File: config.mk
export PLATFORM = sky130hd
export DESIGN_NAME = carrier_correlator
export DESIGN_NICKNAME = d
export VERILOG_FILES = /design/src/rtl/carrier_correlator.sv
export SDC_FILE = /design/constraint.sdc
export NUM_CORES = 1
export LEC_CHECK = 0
export BUFFER_PORTS_ARGS = -buffer_cell sky130_fd_sc_hd__buf_2
export CORE_MARGIN = 1
export CORE_UTILIZATION = 50
export DETAILED_ROUTE_END_ITERATION = 10
export HOLD_SLACK_MARGIN = 0.02
export PLACE_DENSITY = 0.68
export SKIP_LAST_GASP = 1
export SYNTH_ARGS = -nofsm -noshare
export SYNTH_HDL_FRONTEND = slang
export SYNTH_SLANG_ARGS = --single-unit
File: constraint.sdc
create_clock -name clk -period 9.6 [get_ports clk]
set_input_delay 0.48 -clock clk [delete_from_list [all_inputs] [get_ports clk]]
set_output_delay 0.48 -clock clk [all_outputs]
set_load 0.005 [all_outputs]
File: src/rtl/carrier_correlator.sv
// carrier_correlator: I/Q carrier correlator with continuous fixed-length dumps; define CARRIER_CORRELATOR_SATURATE_EN for clamping accumulators
module carrier_correlator #(
  parameter int DATA_BITS_IN = 8,
  parameter int LO_BITS = 8,
  parameter int ACC_BITS = 24,
  parameter int LEN_BITS = 10
) (
  input  logic                           clk,
  input  logic                           rst_n,
  input  logic                           ena,
  input  logic signed [DATA_BITS_IN-1:0] sample_in,
  input  logic signed [LO_BITS-1:0]      sin_in,
  input  logic signed [LO_BITS-1:0]      cos_in,
  input  logic [LEN_BITS-1:0]            dump_len,
  input  logic                           start,
  input  logic                           stop,
  output logic signed [ACC_BITS-1:0]     i_out,
  output logic signed [ACC_BITS-1:0]     q_out,
  output logic                           out_valid,
  input  logic                           out_ready,
  output logic                           overrun
);
  localparam int PW = DATA_BITS_IN + LO_BITS;
  typedef enum logic {IDLE, INTEGRATE} state_t;
  state_t state, state_nxt;
  logic [LEN_BITS-1:0] len, cnt, last;
  logic signed [ACC_BITS-1:0] i_acc, q_acc, i_prod, q_prod, i_nxt, q_nxt;
  logic go, halt, step, dump, sat_hit;
  assign i_prod = ACC_BITS'(PW'(sample_in) * PW'(cos_in));
  assign q_prod = ACC_BITS'(PW'(sample_in) * PW'(sin_in));
  assign go = ena && state == IDLE && start;
  assign halt = ena && state == INTEGRATE && stop;
  assign step = ena && state == INTEGRATE && !stop;
  assign last = (len == '0) ? '0 : len - 1'b1;
  assign dump = step && cnt == last;
`ifdef CARRIER_CORRELATOR_SATURATE_EN
  logic signed [ACC_BITS:0] i_sum, q_sum;
  logic i_clip, q_clip;
  // One extra bit exposes overflow so the sum can be pinned to the nearest rail
  always_comb begin
    i_sum = {i_acc[ACC_BITS-1], i_acc} + {i_prod[ACC_BITS-1], i_prod};
    q_sum = {q_acc[ACC_BITS-1], q_acc} + {q_prod[ACC_BITS-1], q_prod};
    i_clip = i_sum[ACC_BITS] != i_sum[ACC_BITS-1];
    q_clip = q_sum[ACC_BITS] != q_sum[ACC_BITS-1];
    i_nxt = i_clip ? {i_sum[ACC_BITS], {(ACC_BITS-1){~i_sum[ACC_BITS]}}} : i_sum[ACC_BITS-1:0];
    q_nxt = q_clip ? {q_sum[ACC_BITS], {(ACC_BITS-1){~q_sum[ACC_BITS]}}} : q_sum[ACC_BITS-1:0];
    sat_hit = step && (i_clip || q_clip);
  end
`else
  // Plain two's-complement accumulation, wrapping on overflow
  always_comb begin
    i_nxt = i_acc + i_prod;
    q_nxt = q_acc + q_prod;
    sat_hit = 1'b0;
  end
`endif
  // State register
  always_ff @(posedge clk)
    if (!rst_n) state <= IDLE;
    else state <= state_nxt;
  // Start enters integration; stop aborts back to idle
  always_comb begin
    state_nxt = go ? INTEGRATE : halt ? IDLE : state;
  end
  // Accumulators, sample counter, dump registers and output handshake
  always_ff @(posedge clk)
    if (!rst_n) begin
      len <= '0;
      cnt <= '0;
      i_acc <= '0;
      q_acc <= '0;
      i_out <= '0;
      q_out <= '0;
      out_valid <= 1'b0;
      overrun <= 1'b0;
    end else begin
      if (go) begin
        len <= dump_len;
        cnt <= '0;
        i_acc <= '0;
        q_acc <= '0;
        overrun <= 1'b0;
      end else if (halt) begin
        cnt <= '0;
        i_acc <= '0;
        q_acc <= '0;
      end else if (step) begin
        i_acc <= dump ? '0 : i_nxt;
        q_acc <= dump ? '0 : q_nxt;
        cnt <= dump ? '0 : cnt + 1'b1;
        if (dump) begin
          i_out <= i_nxt;
          q_out <= q_nxt;
        end
        if ((dump && out_valid && !out_ready) || sat_hit) overrun <= 1'b1;
      end
      out_valid <= dump || (out_valid && !out_ready);
    end
endmodule

==> results_dict.tcl, run 1 <==
set metrics [dict create \
    clock_sinks 119 \
    wl_per_cell_um 16.21 \
    timing.rr.start "q_acc[6]" \
    drcViolationCount 0 \
    die_h_um 164.1 \
    cts_made_buffers 17 \
    syn-num-nets 1814 \
    tightest_slew_ps 1127 \
    core_area_mm2 0.02547 \
    syn-cell-area_mm2 0.01314 \
    reg2reg_slack_ps 3530 \
    vias 10038 \
    setup_viol 0 \
    yosysSeqAreaShare 0.1813 \
    synth-edff-count 0 \
    antenna_found_initial 2 \
    layout-drive-gt1-share 0.09281 \
    ys_ff_latch 119 \
    dp_hpwl_mm 22.58 \
    min_period_ps 6969 \
    hold_path_end "len[8]" \
    grt_first_pass_wirelength_mm 52.10 \
    nets 1875 \
    status "completed" \
    reg2reg_to "q_acc[22]" \
    first_global_vias 10582 \
    powerDensity_mw_per_mm2 295.3 \
    final_antenna_net_count 0 \
    vdd_drop_max_uv 209.5 \
    insertion_delay_ps 430 \
    syn-instance-count 1456 \
    initial_utilization 0.5158 \
    slew_headroom 0.2484 \
    gp_congestion 0.8365 \
    setup.worst_path.start_class "input port" \
    vias_per_cell 5.391 \
    yosys.area.top_type_share 0.3170 \
    tns_ps 0 \
    fin_area_mm2 0.01447 \
    fill_cells 2321 \
    placement_rows 58 \
    cts_max_path_buffers 2 \
    ys_top_cells_by_area "fa_1, dfxtp_1, ha_1" \
    wirelength_mm 30.18 \
    grt-ovfl-total 0 \
    worstPathRequired_ps 9960 \
    dieWidth_um 164.1 \
    critPathKind "input port to flip-flop" \
    ys.flop_type "dfxtp_1" \
    grt_max_degree 89 \
    cts_resized 0 \
    dr.pass1.iters 5 \
    leakage_nw 6.738 \
    fin_skew_ps 17.03 \
    areaGrowthSynthToFinish_pct 10.15 \
    clk_pin_slew_ps 60 \
    htree_levels 4 \
    dpl_cell_area_mm2 0.01381 \
    arrival_ps 7320 \
    cts_root_buffer "clkbuf_16" \
    numPortBuffers 89 \
    ctsHoldBuffers 0 \
    hold_path_depth 3 \
    cap_violations 0 \
    drv_slew 0 \
    die_area_mm2 0.02693 \
    min_from "dump_len[8]" \
    yosys_warnings 0 \
    rsz0062_at_grt "false" \
    grt_use_total 0.2462 \
    cts_tree "done" \
    cts_setup_buffers 0 \
    synth_cell_types 61 \
    synth_top_area_cell "fa_1" \
    synthArstFlopShare 0 \
    cp_max_fo 17 \
    syn_area_per_cell_um2 9.023 \
    ios 90 \
    hold_path.class "input port to flip-flop" \
    ff2ff_path_depth 18 \
    critPathCaptureType "flip-flop" \
    post-route-period-util 0.7259 \
    first_iter_violations 459 \
    hold_viol_final 0 \
    fmaxAchievable_mhz 143.5 \
]
## final cells by class
class / instances / area, µm² / share of cell area
well taps: 330 / 412.9 / 0.02853
clock inverters: 14 / 224.0 / 0.01548
clock buffers: 18 / 429.2 / 0.02966
diodes: 2 / 5.005 / 0.0003458
inverters: 207 / 777.0 / 0.05369
multi-input cells: 1076 / 9743 / 0.6733
repair buffers: 96 / 498.0 / 0.03441
flip-flops and latches: 119 / 2382 / 0.1646
## kinds of logic (layout without fill, tap and decap cells)
| logic type | count (synthesis) | after routing | share of synthesized area |
|---|---|---|---|
| and+or+nand+nor | 467 | 467 | 0.1682 |
| adders and majority gates | 318 | 318 | 0.4217 |
| buffers and inverters | 261 | 335 | 0.07743 |
| AOI/OAI and AO/OA | 214 | 214 | 0.09686 |
| DFF | 119 | 119 | 0.1813 |
| xor gates and xnor gates | 67 | 67 | 0.04676 |
| muxes | 10 | 10 | 0.007714 |
| other | 0 | 2 | 0 |
## sequential cells by signal (all words and copies together), names as in the netlist, 10 cells and up
name   count
i_out     24
len       10
q_acc     24
i_acc     24
cnt       10
q_out     24
## cells in the final DEF, fill, tap and decap left out, drive strengths merged, types with 9 or more instances in the layout
cell	netlist	routed
a21o	11	11
a21oi	131	131
and2	68	68
buf	15	96
clkbuf	39	18
dfxtp	119	119
fa	208	208
ha	110	110
inv	205	207
mux2i	9	9
nand2	224	224
nand2b	9	9
nand3	60	60
nand4	9	9
nor2	53	53
nor3	10	10
nor4	10	10
o21ai	17	17
xnor2	38	38
xor2	27	27
## critical path, cell delays in order
cell and delay (ps):
buf_2 240, and2_1 920, inv_1 140, fa_1 530, inv_1 60, fa_1 480, fa_1 560, fa_1 430
fa_1 460, ha_1 340, inv_1 70, o31ai_1 370, nand4_1 250, a2111oi_0 980, nor2_1 220, o311ai_0 490
nand3_1 120, a21oi_1 180
## through the flow
step	total power, mW	utilization	setup slack, ps	std cells	hold WS, ps
2_1_floorplan	2.888	-	3634	1456	431.9
3_3_place_gp	3.446	0.5423	2471	1828	437.5
3_5_place_dp	3.488	0.5423	2325	1828	441.3
4_1_cts	4.285	0.5679	2659	1860	273.7
5_1_grt	4.762	0.5681	2091	1862	286.9
6_report	4.274	0.5681	2631	1862	284.0
## worst max path at each step
stage | cells after the start | from | end
floorplan | 17 | sample_in[7] | q_acc[22]
global route | 18 | sample_in[7] | q_out[22]
global placement | 18 | sample_in[7] | q_acc[22]
CTS | 18 | sample_in[7] | q_acc[22]
detailed placement | 18 | sample_in[7] | q_acc[22]
finish | 18 | sample_in[7] | q_acc[22]
## power breakdown
| part | total (mW) | internal (mW) | leakage [nW] | switching [mW] |
|---|---|---|---|---|
| Sequential | 0.527 | 0.510 | 0.960 | 0.0169 |
| Clock | 0.730 | 0.463 | 0.303 | 0.267 |
| Combinational | 3.02 | 1.25 | 5.47 | 1.77 |
## per-layer routing
metal | part of all wire | vias to the layer above | global-route usage
met5 | 0 | - | 0
met4 | 0.021 | 0 | 0.07618
met3 | 0.040 | 42 | 0.03737
met2 | 0.48 | 226 | 0.4100
met1 | 0.46 | 4972 | 0.3294
li1 | - | 4798 | -
## synthesized netlist by cell type, types with 4 or more instances
master and n:
dfxtp_1 119, o21bai_1 8, xor2_1 27, xnor2_1 38
nand2b_1 9, a21oi_1 131, buf_2 6, ha_1 110
o211ai_1 4, a21o_1 11, mux2i_1 9, and2_1 67
nand4_1 9, nand3_1 60, o21ai_0 17, buf_1 5
nor2_1 53, nand2_1 223, clkbuf_1 39, o21a_1 5
buf_6 4, o32ai_1 4, inv_1 205, nor3_1 9
a31oi_1 4, nor4_1 7, fa_1 208, and3_1 8
Note: power is estimated with default switching activity, not from simulation.
==> run 2: changes to the inputs <==
--- a/config.mk
+++ b/config.mk
@@ -5,6 +5,7 @@
 export SDC_FILE = /design/constraint.sdc
 export NUM_CORES = 1
 export LEC_CHECK = 0
+export ABC_AREA = 1
 export BUFFER_PORTS_ARGS = -buffer_cell sky130_fd_sc_hd__buf_2
 export CORE_MARGIN = 1
 export CORE_UTILIZATION = 50
==> constraint.sdc (replaced) <==
create_clock -name clk -period 6.88 [get_ports clk]
set_input_delay 0.344 -clock clk [delete_from_list [all_inputs] [get_ports clk]]
set_output_delay 0.344 -clock clk [all_outputs]
set_load 0.005 [all_outputs]
==> run 2 against run 1 <==
Count of clock-buffer cells in the layout unchanged. Global-route usage is 1.6 points higher. Routed wire length rose by 16%. Clock power increased by 35%.
==> results_dict.tcl, run 2 <==
set metrics [dict create \
    setup_ws_ps 1593 \
    ys_ff_latch 119 \
    place_worst_setup_slack_ps 1088 \
    cts_setup_buffers 0 \
    hold_path.class "input port to flip-flop" \
    antenna_found_initial 0 \
    vias 11483 \
    tightest_slew_ps 967.4 \
    clk_pin_slew_ps 60 \
    rsz0062_at_grt "false" \
    yosys_warnings 0 \
    syn-instance-count 1834 \
    gp_congestion 0.9006 \
    cap_violations 0 \
    placement_rows 60 \
    first_iter_violations 696 \
    cts_resized 0 \
    synthArstFlopShare 0 \
    worstPathRequired_ps 7240 \
    tns_ps 0 \
    dpl_cell_area_mm2 0.01462 \
    critPathCaptureType "flip-flop" \
    status "completed" \
    insertion_delay_ps 440 \
    setup_viol 0 \
    slowest_stage "inv_1" \
    path_delay_family "adder cells" \
    syn_area_per_cell_um2 7.614 \
    layout.cells.non_filler 2264 \
    htree_levels 4 \
    min_period_ps 5287 \
    grt_use_total 0.2622 \
    vdd_drop_max_uv 291.3 \
    hold_viol_final 0 \
    dr.pass1.iters 7 \
    grt_first_pass_wirelength_mm 59.26 \
    crit_chain "buf_2 > nand2_1 > inv_1 > fa_1 > inv_1 > fa_1 > fa_1 > inv_1 > fa_1 > ha_1 > ha_1 > a21oi_1 > o21ai_0 > a21oi_1 > nand3_1 > xor2_1 > nand3_1 > a21oi_1" \
    drcViolationCount 0 \
    syn-num-nets 2192 \
    die_h_um 169.1 \
    leakage_nw 8.320 \
    vias_per_cell 5.072 \
    final_antenna_net_count 0 \
    grt-ovfl-total 0 \
    setup.worst_path.start_class "input port" \
    areaGrowthSynthToFinish_pct 9.229 \
    yosys.area.top_type_share 0.2982 \
    post-route-period-util 0.7684 \
    synth-edff-count 0 \
    powerDensity_mw_per_mm2 426.2 \
    syn-cell-area_mm2 0.01396 \
    cts_made_buffers 17 \
    critPathKind "input port to flip-flop" \
    ys_top_cells_by_area "fa_1, dfxtp_1, nand2_1" \
    fill_cells 2634 \
    initial_utilization 0.5139 \
    layout-drive-gt1-share 0.07505 \
    first_global_vias 11989 \
    critPathBufInv 4 \
    fin_util 0.5613 \
    drv_slew 0 \
    nets 2238 \
    grt_max_degree 61 \
    ys.flop_type "dfxtp_1" \
    slew_headroom 0.3544 \
    fmaxAchievable_mhz 189.1 \
    n_antenna_cell 0 \
    dp_hpwl_mm 27.56 \
    fin_skew_ps 18.14 \
    post-place-cells 2233 \
    synth_common_cells "nand2_1, inv_1, fa_1, nor2_1, dfxtp_1" \
    synth_cell_types 39 \
    die_area_mm2 0.02860 \
    fin_area_mm2 0.01525 \
    synth.most_common_cell "nand2_1" \
    cp_max_fo 16 \
    final_common_cell "nand2_1" \
    ios 90 \
    cts_max_path_buffers 2 \
    ctsHoldBuffers 0 \
    arrival_ps 5640 \
    dieWidth_um 169.1 \
    numPortBuffers 89 \
    cpMostUsedCell "fa_1" \
    final_cell_mix "nand2_1, inv_1, fa_1" \
    wl_per_cell_um 15.46 \
    cts_root_buffer "clkbuf_16" \
    synth_top_area_cell "fa_1" \
    core_area_mm2 0.02718 \
    clock_sinks 119 \
    yosysSeqAreaShare 0.1706 \
    cts_tree "done" \
    wirelength_mm 35.00 \
    cp_slowest_stage_delay_ps 720 \
]
## run 2: cell types whose count changed after synthesis, moves of 25 or more
cell,delta
nor2_1,+117
a21oi_1,-25
nand3_1,+49
and2_1,-67
nand2_1,+207
xnor2_1,-26
inv_1,+164
o21ai_0,+27
## run 2: cell families after synthesis
group	Yosys count	synth area share
buf+inv	441	0.1230
xor+xnor	44	0.02760
flops	119	0.1706
simple gates	748	0.2210
fa+ha+maj	318	0.3967
compound gates	164	0.06102
## run 2: layout make-up
cell class                      count  area (µm²)  area share
Multi-Input combinational cell   1274        9879      0.6477
Timing Repair Buffer               96       498.0     0.03265
Inverter                          372        1396     0.09154
Sequential cell                   119        2382      0.1562
Clock inverter                     13       192.7     0.01263
Tap cell                          372       465.4     0.03051
Clock buffer                       18       439.2     0.02879
## run 2: worst paths after layout
| kind | from | to | slack (ps) | cells after the start |
|---|---|---|---|---|
| worst max-delay path | sample_in[7] | q_acc[22] | 1590 | 18 |
| worst min-delay path | dump_len[2] | len[2] | 120 | 3 |
| worst max register to register | i_acc[6] | i_acc[10] | 2110 | 15 |
| worst min register to register | overrun | overrun | 450 | 2 |
## run 2: metrics by stage
stage | power [mW] | hold slack (ps)
CTS | 6.511 | 109.5
finish | 6.501 | 120.8
floorplan | 4.267 | 443.6
global placement | 5.439 | 444.6
detailed placement | 5.467 | 448.3
global route | 7.149 | 141.7
## run 2: report_power, final
| group | leakage (nW) | switching [mW] | internal (mW) |
|---|---|---|---|
| logic | 7.06 | 3.08 | 1.70 |
| registers | 0.961 | 0.0239 | 0.714 |
| clock network | 0.303 | 0.368 | 0.618 |
## run 2: metal layers
layer | GRT usage | routed length (µm) | share of wire | vias to the layer above
met4 | 0.07090 | 668 | 0.019 | 0
met2 | 0.4715 | 17810 | 0.51 | 260
li1 | - | - | - | 5626
met5 | 0 | 0 | 0 | -
met3 | 0.02946 | 1221 | 0.035 | 58
met1 | 0.3325 | 15300 | 0.44 | 5539
## run 2: tightest hold or removal path, stage by stage
cell	delay, ps
buf_2	80
nor2_1	30
nor2_1	80
